`src/rtl/unidade_load_store.sv`:
```
// Load/store unit between the MEM-stage control and a word-addressed data memory.
// Turns byte-addressed sub-word loads/stores into word accesses, with read-modify-write for sub-word stores.
module unidade_load_store #(
    parameter int MEM_AW      = 26,
    parameter bit ALIGN_CHECK = 1'b1
) (
    input  logic              clock,
    input  logic              reset,
    input  logic              req,
    input  logic              op_escrita,
    input  logic [1:0]        tamanho,
    input  logic              com_sinal,
    input  logic [MEM_AW+1:0] endereco_byte,
    input  logic [31:0]       dado_entrada,
    output logic              ocupado,
    output logic              pronto,
    output logic              erro_alinhamento,
    output logic [31:0]       dado_saida,
    output logic [MEM_AW-1:0] mem_endereco,
    output logic              mem_memWrite,
    output logic [31:0]       mem_dado_Escrito,
    input  logic [31:0]       mem_dado_Lido
);

    localparam logic [1:0] TAM_BYTE = 2'b00;
    localparam logic [1:0] TAM_HALF = 2'b01;
    localparam logic [1:0] TAM_WORD = 2'b10;
    localparam logic [1:0] TAM_RES  = 2'b11;

    typedef enum logic [2:0] {
        IDLE,
        LOAD,
        RMW,
        STORE,
        DONE,
        DONE_ERR
    } estado_t;

    estado_t estado, proximo;

    logic [1:0]        addr_q;
    logic [1:0]        tam_q;
    logic              sinal_q;
    logic [15:0]       dado_q;
    logic [31:0]       dado_saida_q;
    logic [MEM_AW-1:0] mem_endereco_q;
    logic [31:0]       mem_dado_escrito_q;

    logic [1:0]  tam_efetivo;
    logic        desalinhado;
    logic        aceita;
    logic [7:0]  byte_sel;
    logic [15:0] half_sel;
    logic [31:0] valor_carga;
    logic [31:0] palavra_mesclada;

    // Without alignment checking the reserved size degrades to a plain word access.
    always_comb begin
        tam_efetivo = tamanho;
        if (!ALIGN_CHECK && tamanho == TAM_RES)
            tam_efetivo = TAM_WORD;
    end

    always_comb begin
        desalinhado = 1'b0;
        if (ALIGN_CHECK) begin
            case (tamanho)
                TAM_HALF: desalinhado = endereco_byte[0];
                TAM_WORD: desalinhado = (endereco_byte[1:0] != 2'b00);
                TAM_RES:  desalinhado = 1'b1;
                default:  desalinhado = 1'b0;
            endcase
        end
    end

    assign aceita = (estado == IDLE) && req;

    // Little-endian lane selection from the word currently presented by memory.
    always_comb begin
        byte_sel = 8'h00;
        case (addr_q)
            2'd0: byte_sel = mem_dado_Lido[7:0];
            2'd1: byte_sel = mem_dado_Lido[15:8];
            2'd2: byte_sel = mem_dado_Lido[23:16];
            2'd3: byte_sel = mem_dado_Lido[31:24];
            default: byte_sel = 8'h00;
        endcase
        half_sel = addr_q[1] ? mem_dado_Lido[31:16] : mem_dado_Lido[15:0];
    end

    always_comb begin
        valor_carga = mem_dado_Lido;
        case (tam_q)
            TAM_BYTE: valor_carga = {{24{sinal_q & byte_sel[7]}}, byte_sel};
            TAM_HALF: valor_carga = {{16{sinal_q & half_sel[15]}}, half_sel};
            default:  valor_carga = mem_dado_Lido;
        endcase
    end

    always_comb begin
        palavra_mesclada = mem_dado_Lido;
        case (tam_q)
            TAM_BYTE: palavra_mesclada[8*addr_q +: 8] = dado_q[7:0];
            TAM_HALF: palavra_mesclada[16*addr_q[1] +: 16] = dado_q;
            default:  palavra_mesclada = mem_dado_Lido;
        endcase
    end

    always_ff @(posedge clock or posedge reset) begin
        if (reset)
            estado <= IDLE;
        else
            estado <= proximo;
    end

    always_comb begin
        proximo = estado;
        case (estado)
            IDLE: begin
                if (req) begin
                    if (desalinhado)
                        proximo = DONE_ERR;
                    else if (!op_escrita)
                        proximo = LOAD;
                    else if (tam_efetivo == TAM_WORD)
                        proximo = STORE;
                    else
                        proximo = RMW;
                end
            end
            LOAD:     proximo = DONE;
            RMW:      proximo = STORE;
            STORE:    proximo = DONE;
            DONE:     proximo = IDLE;
            DONE_ERR: proximo = IDLE;
            default:  proximo = IDLE;
        endcase
    end

    // An aborted request leaves the address and write-data registers untouched.
    always_ff @(posedge clock or posedge reset) begin
        if (reset) begin
            addr_q             <= 2'b00;
            tam_q              <= 2'b00;
            sinal_q            <= 1'b0;
            dado_q             <= 16'h0000;
            dado_saida_q       <= 32'h0000_0000;
            mem_endereco_q     <= '0;
            mem_dado_escrito_q <= 32'h0000_0000;
        end else begin
            if (aceita && !desalinhado) begin
                addr_q         <= endereco_byte[1:0];
                tam_q          <= tam_efetivo;
                sinal_q        <= com_sinal;
                dado_q         <= dado_entrada[15:0];
                mem_endereco_q <= endereco_byte[MEM_AW+1:2];
                if (op_escrita && tam_efetivo == TAM_WORD)
                    mem_dado_escrito_q <= dado_entrada;
            end
            if (estado == LOAD)
                dado_saida_q <= valor_carga;
            if (estado == RMW)
                mem_dado_escrito_q <= palavra_mesclada;
        end
    end

    assign ocupado          = (estado != IDLE);
    assign pronto           = (estado == DONE) || (estado == DONE_ERR);
    assign erro_alinhamento = (estado == DONE_ERR);
    assign mem_memWrite     = (estado == STORE);
    assign dado_saida       = dado_saida_q;
    assign mem_endereco     = mem_endereco_q;
    assign mem_dado_Escrito = mem_dado_escrito_q;

endmodule

```
`config.mk`:
```
export PLATFORM = sky130hd
export DESIGN_NAME = unidade_load_store
export DESIGN_NICKNAME = d
export VERILOG_FILES = /design/src/rtl/unidade_load_store.sv
export SDC_FILE = /design/constraint.sdc
export NUM_CORES = 1
export LEC_CHECK = 0
export CAP_MARGIN = 40
export CORE_MARGIN = 4
export CORE_UTILIZATION = 40
export CTS_BUF_LIST = sky130_fd_sc_hd__clkbuf_16
export DETAILED_ROUTE_END_ITERATION = 8
export PLACE_DENSITY = 0.7
export SYNTH_ARGS = -nofsm -noshare
export SYNTH_HDL_FRONTEND = slang
export SYNTH_SLANG_ARGS = --single-unit
export TNS_END_PERCENT = 5
```
`constraint.sdc`:
```
create_clock -name clock -period 6.6 [get_ports clock]
set_input_delay 0.66 -clock clock [delete_from_list [all_inputs] [get_ports clock]]
set_output_delay 0.66 -clock clock [all_outputs]
set_load 0.02 [all_outputs]
```
---- Word level (Yosys, flattened, before mapping) ----
Index checks and enable logic that the tools add are counted.
cells by class
  $add $sub $neg .......................... 2
  $mul .................................... 0
  div/mod/pow operators ................... 0
  magnitude comparators ................... 0
  equal/unequal tests ..................... 13
  shift-type cells ........................ 4
  muxes and demuxes ....................... 15
  bitwise gates (word level) .............. 2
  reduce and logical (&&, ||, !) cells .... 14
operators with widths
  kind                                                                       number
  32-bit case mux with 2 select lines                                        2
  32-bit 2-to-1 mux                                                          3
  5-bit negation with 34-bit output                                          2
  32-bit bitwise mux                                                         2
  16-bit by 34-bit variable shift with 32-bit output (first input constant)  1
  8-bit by 34-bit variable shift with 32-bit output (first input constant)   1
  16-bit by 34-bit variable part select with 32-bit output                   1
  8-bit by 34-bit variable part select with 32-bit output                    1
  8-bit case mux with 4 select lines                                         1
  16-bit 2-to-1 mux                                                          1
  3-bit case mux with 3 select lines                                         1
  2-bit == test (second input constant)                                      4
  2-bit by 1-bit == test with 1-bit output (second input constant)           3
  3-bit by 2-bit == test with 1-bit output (second input constant)           2
  3-bit == test (second input constant)                                      2
  3-bit 2-to-1 mux                                                           2
  2-bit nonzero test                                                         3
  2-bit zero test                                                            2
  3-bit by 1-bit == test with 1-bit output (second input constant)           1
  1-bit logical AND                                                          3
  3-bit zero test                                                            1
  1-bit case mux with 3 select lines                                         1
  3-bit nonzero test                                                         1
  1-bit AND                                                                  2
  other kinds (7)                                                            7
word-level totals
  bits in registers ....................... 114
  latch bits .............................. 0
  memory bits (writable) .................. 0
  bits in read-only memories .............. 0
  bits of input ports ..................... 99
  word-level logic and storage cells ...... 58
  memories ................................ 0

---- Longest topological paths before layout ----
Gate-level depths: netlist (run 1).
  depth after elaboration ................. 6
  depth in mapped cells ................... 10
  depth with buffers taken out ............ 6

---- Least setup slack after synthesis (run 1) ----
OpenSTA, ideal clock, no wires.
  kind .................................... reg-to-reg
  start ................................... register addr_q[1]
  end ..................................... register dado_saida_q[16], in the netlist dado_saida[16]
  arrival time ............................ 2.733 ns
  path slack .............................. 3.797 ns
  stages on the path, launching flop included .. 11
  buffers on the path ..................... 4
  period minus slack after synthesis ...... 2.803 ns
  cell sequence ........................... dfrtp_1 -> clkbuf_1 -> inv_1 -> clkbuf_1 -> ha_1 -> buf_2 -> nor2b_1 -> a2111oi_1 -> o2111ai_1 -> clkbuf_1 -> nand3_1
on the way
  longest elaborated chain between the ends .. 4
  elaborated cells on any way between the ends .. 9
  those cells by class .................... eq/ne (3); mux (3); bitwise (2); reduce/logical (1)
ends and longest elaborated chain
  element                                      RTL line  RTL
  start, declared                              41        logic [1:0] addr_q;
  start signal, assigned                       152       addr_q <= endereco_byte[1:0];
  2-bit == test, or another cell as far along  81        case (addr_q)
  8-bit case mux with 4 select lines           81
  1-bit AND                                    94        TAM_BYTE: valor_carga = {{24{sinal_q & byte_sel[7]}}, byte_sel};
  32-bit case mux with 2 select lines (*)      93        case (tam_q)
  end signal, assigned                         161       dado_saida_q <= valor_carga;
  end, declared                                45        logic [31:0] dado_saida_q;
Every way passes the cells marked *; elsewhere a longest branch is shown, timed or not.
A chain may end at the register's enable or synchronous reset.

---- Final worst setup path (run 1) ----
  start ................................... register addr_q[1]
  end ..................................... register dado_saida_q[31], in the netlist dado_saida[31]
The elaborated chain is that of the path after synthesis.

==> out/results.tsv, run 1 <==
stage	metric	value	unit
floorplanning	# IOs	193	
power	VDD IR-drop max	0.383	mV
routing	first drt pass iteration count	5	
min_path	hold crit path type	reg -> reg	
yosys	Adder-Cell Fraction of Synth Area	0.993	%
routing	vias	6087	
setup_path	crit path launch	addr_q[1]$_DFFE_PP0P_	
clocking	worst skew pair latency	0.43	ns
timing	clk_skew	0.00799	ns
yosys	post-synth cell types	47	
finish	register area	2860	µm²
timing	Max Freq	274	MHz
yosys	Synth Area in Simple Gates	14.9	%
yosys	XOR/XNOR share of the synthesized area	0	%
clocking	hold_buf cts	0	
yosys	post-synthesis cell count	609	
yosys	Mapped Area	6300	µm²
place	I/O Buffers	192	
power	Power Density	528	nW/µm²
floorplanning	Die Span Y	133	µm
routing	Routed Antenna Nets	0	
routing	DR DRC count	0	
min_path	min-delay src	mem_dado_Escrito[26]$_DFFE_PP0P_	
finish	antenna fix cells	0	
setup_path	WS Path Type	reg -> reg	
place	Final HPWL DP	16500	µm
yosys	sequential area share after synthesis	45.3	%
clocking	Clock Sink Count	114	
yosys	main combinational cell family by area after synthesis	compound AO/OA/AOI/OAI gates	
timing	period utilisation layout	55.2	%
setup_path	critical path endpoint category	flop	
power	Cell Int Power	0.00269	W
finish	post-layout util	58.0	%
floorplanning	Starting Density	41.1	%
power	sw frac	42.6	%
place	GPL Wtd Cong	0.954	
power	register share of total power	30.0	%
timing	Final Hold Fails	0	
finish	fillers	1347	
global_routing	grt ovf	0	
yosys	syn avg cell area	10.3	µm²
yosys	complex-gate fraction of the synthesized area	22.6	%
clocking	CTS tree	built	
clocking	H-Tree Depth	4	
finish	Synth-to-Final Area Change	41.1	%
timing	minimum clock period	3.64	ns
finish	most common cell after layout, fill and taps aside	clkdlybuf4s50_1	
timing	max_slew headroom	44.6	%
clocking	Inserted Clock Buffers	17	
clocking	Clock Path Buffers	2	
power	clock network fraction of total power	17.9	%
routing	via-per-instance ratio	6.09	
power	Comb power frac	52.2	%
global_routing	vias in the first global route	6137	
setup_path	Req. time, crit path	6.95	ns
timing	RSZ-0062 raised after global routing	no	
finish	layout cells sized above 1	12.4	%
timing	setup TNS	0	ns
finish	multi-input logic area	3170	µm²
power	P_leak	3.62	nW
setup_path	Max FO, Critical Path	22	
finish	final net count	880	
yosys	mux cell area share after synthesis	11.6	%
finish	commonest non-fill, non-tap cells in the layout	clkdlybuf4s50_1, dfrtp_1, a21oi_1	
yosys	flops & latches, synth	114	
floorplanning	Site Rows	45	
floorplanning	Die ar.	17800	µm²
routing	WL per Instance	23.2	µm
setup_path	Critical Path AT	4.00	ns
global_routing	global-route wire length before repair	35800	µm
timing	Setup violations, final	0	
run_status	status	complete, no violations	
floorplanning	core area	15300	µm²
clocking	Clk pin slew, worst setup/hold paths	0.05	ns
setup_path	crit start category	flop	
routing	DR iter-0 viols	633	
global_routing	Overall Global Routing Usage	25.8	%
yosys	Post-Syn Nets	713	
timing	Pins Over Slew Limit	0	
clocking	PostCTS Resize Cnt	0	
flow_run	max_cap viols	0	
setup_path	R2R Path Start	addr_q[1]$_DFFE_PP0P_	
global_routing	largest net degree at the start of global routing	70	
clocking	CTS root buf	clkbuf_16	
global_routing	initial antenna violation count	0	
timing	Worst-Margin Slew	0.832	ns
power	Sw Pwr	0.00200	W
yosys	Synth Warn #	0	
routing	Post-Route WL	23200	µm
floorplanning	Horiz. Die Dim	133	µm
clocking	Post-CTS Repair Setup Buffers	0	
sequential cells by signal (all words and copies together), names as in the netlist:
register	count
mem_endereco	26
dado_saida	32
sinal_q	1
addr_q	2
estado	3
dado_q	16
tam_q	2
mem_dado_Escrito	32
path summary, 6_finish.rpt:
check	depth (start not counted)	slack, ns	end
worst max-delay path	7	2.96	dado_saida[31]$_DFFE_PP0N_
worst max register to register	7	2.96	dado_saida[31]$_DFFE_PP0N_
max in group asynchronous	4	5.03	dado_saida[11]$_DFFE_PP0N_
worst min-delay path	1	0.49	mem_dado_Escrito[26]$_DFFE_PP0P_
min in group asynchronous	2	0.65	mem_endereco[4]$_DFFE_PP0P_
worst min register to register	1	0.49	mem_dado_Escrito[26]$_DFFE_PP0P_
power by group through the flow:
stage	Sequential, W	Clock (W)	Combinational, W
2_1_floorplan	0.00157	0	0.00125
3_3_place_gp	0.00138	0	0.00237
3_5_place_dp	0.00139	0	0.00243
4_1_cts	0.00139	0.000847	0.00245
5_1_grt	0.00145	0.000884	0.00261
6_report	0.00141	0.000837	0.00245
cells by family (layout without fill, tap and decap cells):
logic type / count (synthesis) / after routing
AOI/OAI and AO/OA: 195 / 195
and+or+nand+nor: 175 / 175
DFF: 114 / 114
buffers and inverters: 64 / 243
muxes: 56 / 56
adders and majority gates: 5 / 5
final cells by class:
type / count / area share [%]
Clock buffer: 17 / 4.79
Clock inverter: 14 / 1.13
Inverter: 6 / 0.282
Multi-Input combinational cell: 431 / 35.6
Sequential cell: 114 / 32.1
Tap cell: 211 / 2.97
Timing Repair Buffer: 206 / 23.1
synthesized netlist by cell type, drive strengths merged:
cell / instances / share of area, %
a21oi: 50 / 4.0
and4: 8 / 1.1
nor3: 20 / 1.8
and2: 2 / 0.20
o21bai: 2 / 0.24
nor4b: 10 / 1.6
buf: 21 / 2.0
or3: 3 / 0.30
ha: 5 / 0.99
a31oi: 16 / 1.6
a22oi: 15 / 1.8
a32oi: 31 / 4.3
o21ai: 19 / 1.5
inv: 6 / 0.36
nor3b: 3 / 0.36
or3b: 1 / 0.14
o2111ai: 1 / 0.14
o31a: 1 / 0.14
o22ai: 2 / 0.20
or4b: 1 / 0.16
mux2i: 9 / 1.4
nand2: 39 / 2.3
dfrtp: 114 / 45
nand3b: 1 / 0.12
nand2b: 1 / 0.099
clkbuf: 37 / 2.2
a221oi: 2 / 0.28
a311o: 7 / 1.1
nor2: 28 / 1.7
a2111oi: 1 / 0.16
a22o: 15 / 2.1
mux2: 47 / 10
a221o: 16 / 2.5
and3b: 1 / 0.14
a32o: 1 / 0.16
nand3: 42 / 3.3
o21a: 1 / 0.12
nor2b: 15 / 1.5
a222oi: 7 / 1.1
o2bb2ai: 8 / 1.1
through the flow:
| stage | total power [W] | instance area, µm² | worst slack, ns | hold slack [ns] | std cells |
|---|---|---|---|---|---|
| floorplan | 0.00282 | 6300 | 2.92 | 0.502 | 609 |
| global placement | 0.00375 | 8300 | 3.08 | 0.475 | 963 |
| detailed placement | 0.00382 | 8360 | 3.11 | 0.476 | 968 |
| CTS | 0.00469 | 8880 | 3.07 | 0.493 | 999 |
| global route | 0.00494 | 8880 | 2.74 | 0.515 | 999 |
| finish | 0.00469 | 8880 | 2.96 | 0.489 | 999 |
worst max-delay path: stages (launching register included):
cell       delay (ns)
dfrtp_1          0.88
inv_1            0.52
ha_1             0.55
nor2b_1          0.22
a2111oi_1        0.59
o2111ai_1        0.41
buf_4            0.30
nand3_1          0.08
layer usage:
layer / vias up / share of wire (%) / track usage, %
met2: 298 / 49 / 41.5
met3: 57 / 6.3 / 5.14
met1: 3047 / 42 / 34.2
met5: - / 0 / 0
li1: 2685 / - / -
met4: 0 / 3.0 / 10.5
Power figures use the tool's default switching activity.
==> run 2: changes to the inputs <==
--- a/config.mk
+++ b/config.mk
@@ -10,7 +10,7 @@
 export CORE_UTILIZATION = 40
 export CTS_BUF_LIST = sky130_fd_sc_hd__clkbuf_16
 export DETAILED_ROUTE_END_ITERATION = 8
-export PLACE_DENSITY = 0.7
+export PLACE_DENSITY = 0.73
 export SYNTH_ARGS = -nofsm -noshare
 export SYNTH_HDL_FRONTEND = slang
 export SYNTH_SLANG_ARGS = --single-unit
==> constraint.sdc (replaced) <==
create_clock -name clock -period 3.3 [get_ports clock]
set_input_delay 0.33 -clock clock [delete_from_list [all_inputs] [get_ports clock]]
set_output_delay 0.33 -clock clock [all_outputs]
set_load 0.02 [all_outputs]
==> run 2 against run 1 <==
Against the previous run: sequential power increased by 97%; critical path type unchanged; via count decreased by 0.66%; hold slack got worse by 0.066 ns; first-iteration DRC count decreased by 1.3%; non-clock buffer count increased by 5.
==> out/results.tsv, run 2 (synthesis results as in run 1) <==
stage	metric	value	unit
run_status	status	complete, no violations	
floorplanning	Starting Density	41.1	%
finish	antenna fix cells	0	
clocking	Clock Path Buffers	2	
global_routing	largest net degree at the start of global routing	115	
timing	Max Freq	400	MHz
global_routing	grt ovf	0	
floorplanning	Die ar.	17800	µm²
floorplanning	# IOs	193	
routing	Routed Antenna Nets	0	
timing	Setup violations, final	0	
finish	commonest non-fill, non-tap cells in the layout	clkdlybuf4s50_1, dfrtp_1, a21oi_1	
clocking	H-Tree Depth	4	
timing	minimum clock period	2.50	ns
place	placed instance area	8410	µm²
setup_path	WS Path Type	reg -> reg	
floorplanning	Horiz. Die Dim	133	µm
power	Power Density	1070	nW/µm²
power	P_leak	3.69	nW
timing	hold_ws	0.422	ns
finish	post-route cell area	9020	µm²
finish	layout cells sized above 1	13.5	%
routing	via-per-instance ratio	6.02	
clocking	PostCTS Resize Cnt	0	
finish	post-layout util	58.9	%
power	VDD IR-drop max	0.536	mV
routing	DR DRC count	0	
power	Cell Int Power	0.00567	W
power	sw frac	41.3	%
timing	period utilisation layout	75.8	%
power	register share of total power	28.7	%
flow_run	max_cap viols	0	
clocking	worst skew pair latency	0.41	ns
timing	Worst-Margin Slew	0.700	ns
global_routing	initial antenna violation count	0	
finish	final net count	885	
power	Comb power frac	51.4	%
routing	DR iter-0 viols	625	
clocking	CTS tree	built	
timing	Final Hold Fails	0	
finish	post-route insts no fill	1005	
setup_path	crit start category	flop	
timing	Pins Over Slew Limit	0	
routing	vias	6047	
place	DP Cell Count	973	
place	Final HPWL DP	16400	µm
min_path	hold crit path type	in -> async	
setup_path	critical path endpoint category	flop	
setup_path	Critical Path AT	2.84	ns
clocking	Inserted Clock Buffers	17	
clocking	Clk pin slew, worst setup/hold paths	0.06	ns
timing	RSZ-0062 raised after global routing	no	
finish	Synth-to-Final Area Change	43.3	%
setup_path	Max FO, Critical Path	19	
global_routing	global-route wire length before repair	35400	µm
global_routing	vias in the first global route	6218	
timing	clk_skew	0.00720	ns
power	Sw Pwr	0.00399	W
routing	Post-Route WL	22700	µm
routing	first drt pass iteration count	6	
place	GPL Wtd Cong	0.908	
floorplanning	Site Rows	45	
routing	WL per Instance	22.5	µm
clocking	CTS root buf	clkbuf_16	
clocking	Post-CTS Repair Setup Buffers	0	
clocking	hold_buf cts	0	
floorplanning	core area	15300	µm²
power	clock network fraction of total power	19.9	%
global_routing	Overall Global Routing Usage	25.3	%
floorplanning	Die Span Y	133	µm
place	I/O Buffers	192	
setup_path	Req. time, crit path	3.63	ns
finish	most common cell after layout, fill and taps aside	clkdlybuf4s50_1	
clocking	Clock Sink Count	114	
timing	max_slew headroom	53.3	%
timing	setup TNS	0	ns
==> run 2: area by class of cell <==
cell class | count | area, µm²
fillers | 1366 | 6290
multi-input cells | 431 | 3170
flip-flops and latches | 114 | 2860
repair buffers | 211 | 2100
clock buffers | 17 | 425
well taps | 211 | 264
clock inverters | 15 | 191
inverters | 6 | 26.3
==> run 2: worst paths after layout <==
path,endpoint,cells past startpoint,slack (ns),startpoint
min in group clock,dado_saida[7]$_DFFE_PP0N_,2,0.48,dado_saida[7]$_DFFE_PP0N_
hold / removal,mem_endereco[11]$_DFFE_PP0P_,3,0.42,reset
max in group asynchronous,tam_q[0]$_DFFE_PP0P_,3,2.35,reset
setup reg to reg,dado_saida[8]$_DFFE_PP0N_,7,0.80,addr_q[1]$_DFFE_PP0P_
hold reg to reg,dado_saida[7]$_DFFE_PP0N_,2,0.48,dado_saida[7]$_DFFE_PP0N_
setup / recovery,dado_saida[8]$_DFFE_PP0N_,7,0.80,addr_q[1]$_DFFE_PP0P_
==> run 2: worst max-delay path, stage by stage (launching register included) <==
cell and delay (ns):
dfrtp_1 0.37, inv_1 0.05, buf_4 0.21, ha_1 0.53
a21oi_1 0.08, a2111oi_1 0.59, a21oi_1 0.36, a21oi_1 0.23
==> run 2: layer usage <==
layer / GRT usage (%) / share of wire [%] / vias up
li1: - / - / 2701
met1: 32.5 / 41 / 3001
met2: 41.2 / 49 / 297
met3: 5.74 / 6.8 / 48
met4: 11.1 / 3.4 / 0
met5: 0 / 0 / -
==> run 2: power by group through the flow <==
stage          Sequential [W]  Clock [W]  Combinational [W]
3_5_place_dp          0.00277          0            0.00494
6_report              0.00278    0.00192            0.00497
4_1_cts               0.00277    0.00195            0.00496
2_1_floorplan         0.00313          0            0.00250
3_3_place_gp          0.00275          0            0.00484
5_1_grt               0.00287    0.00203            0.00530
==> run 2: through the flow <==
stage | worst slack (ns) | power (W)
after floorplan | 0.497 | 0.00563
after global placement | 0.766 | 0.00759
after detailed placement | 0.663 | 0.00770
after CTS | 0.830 | 0.00968
after global routing | 0.521 | 0.0102
final | 0.798 | 0.00967
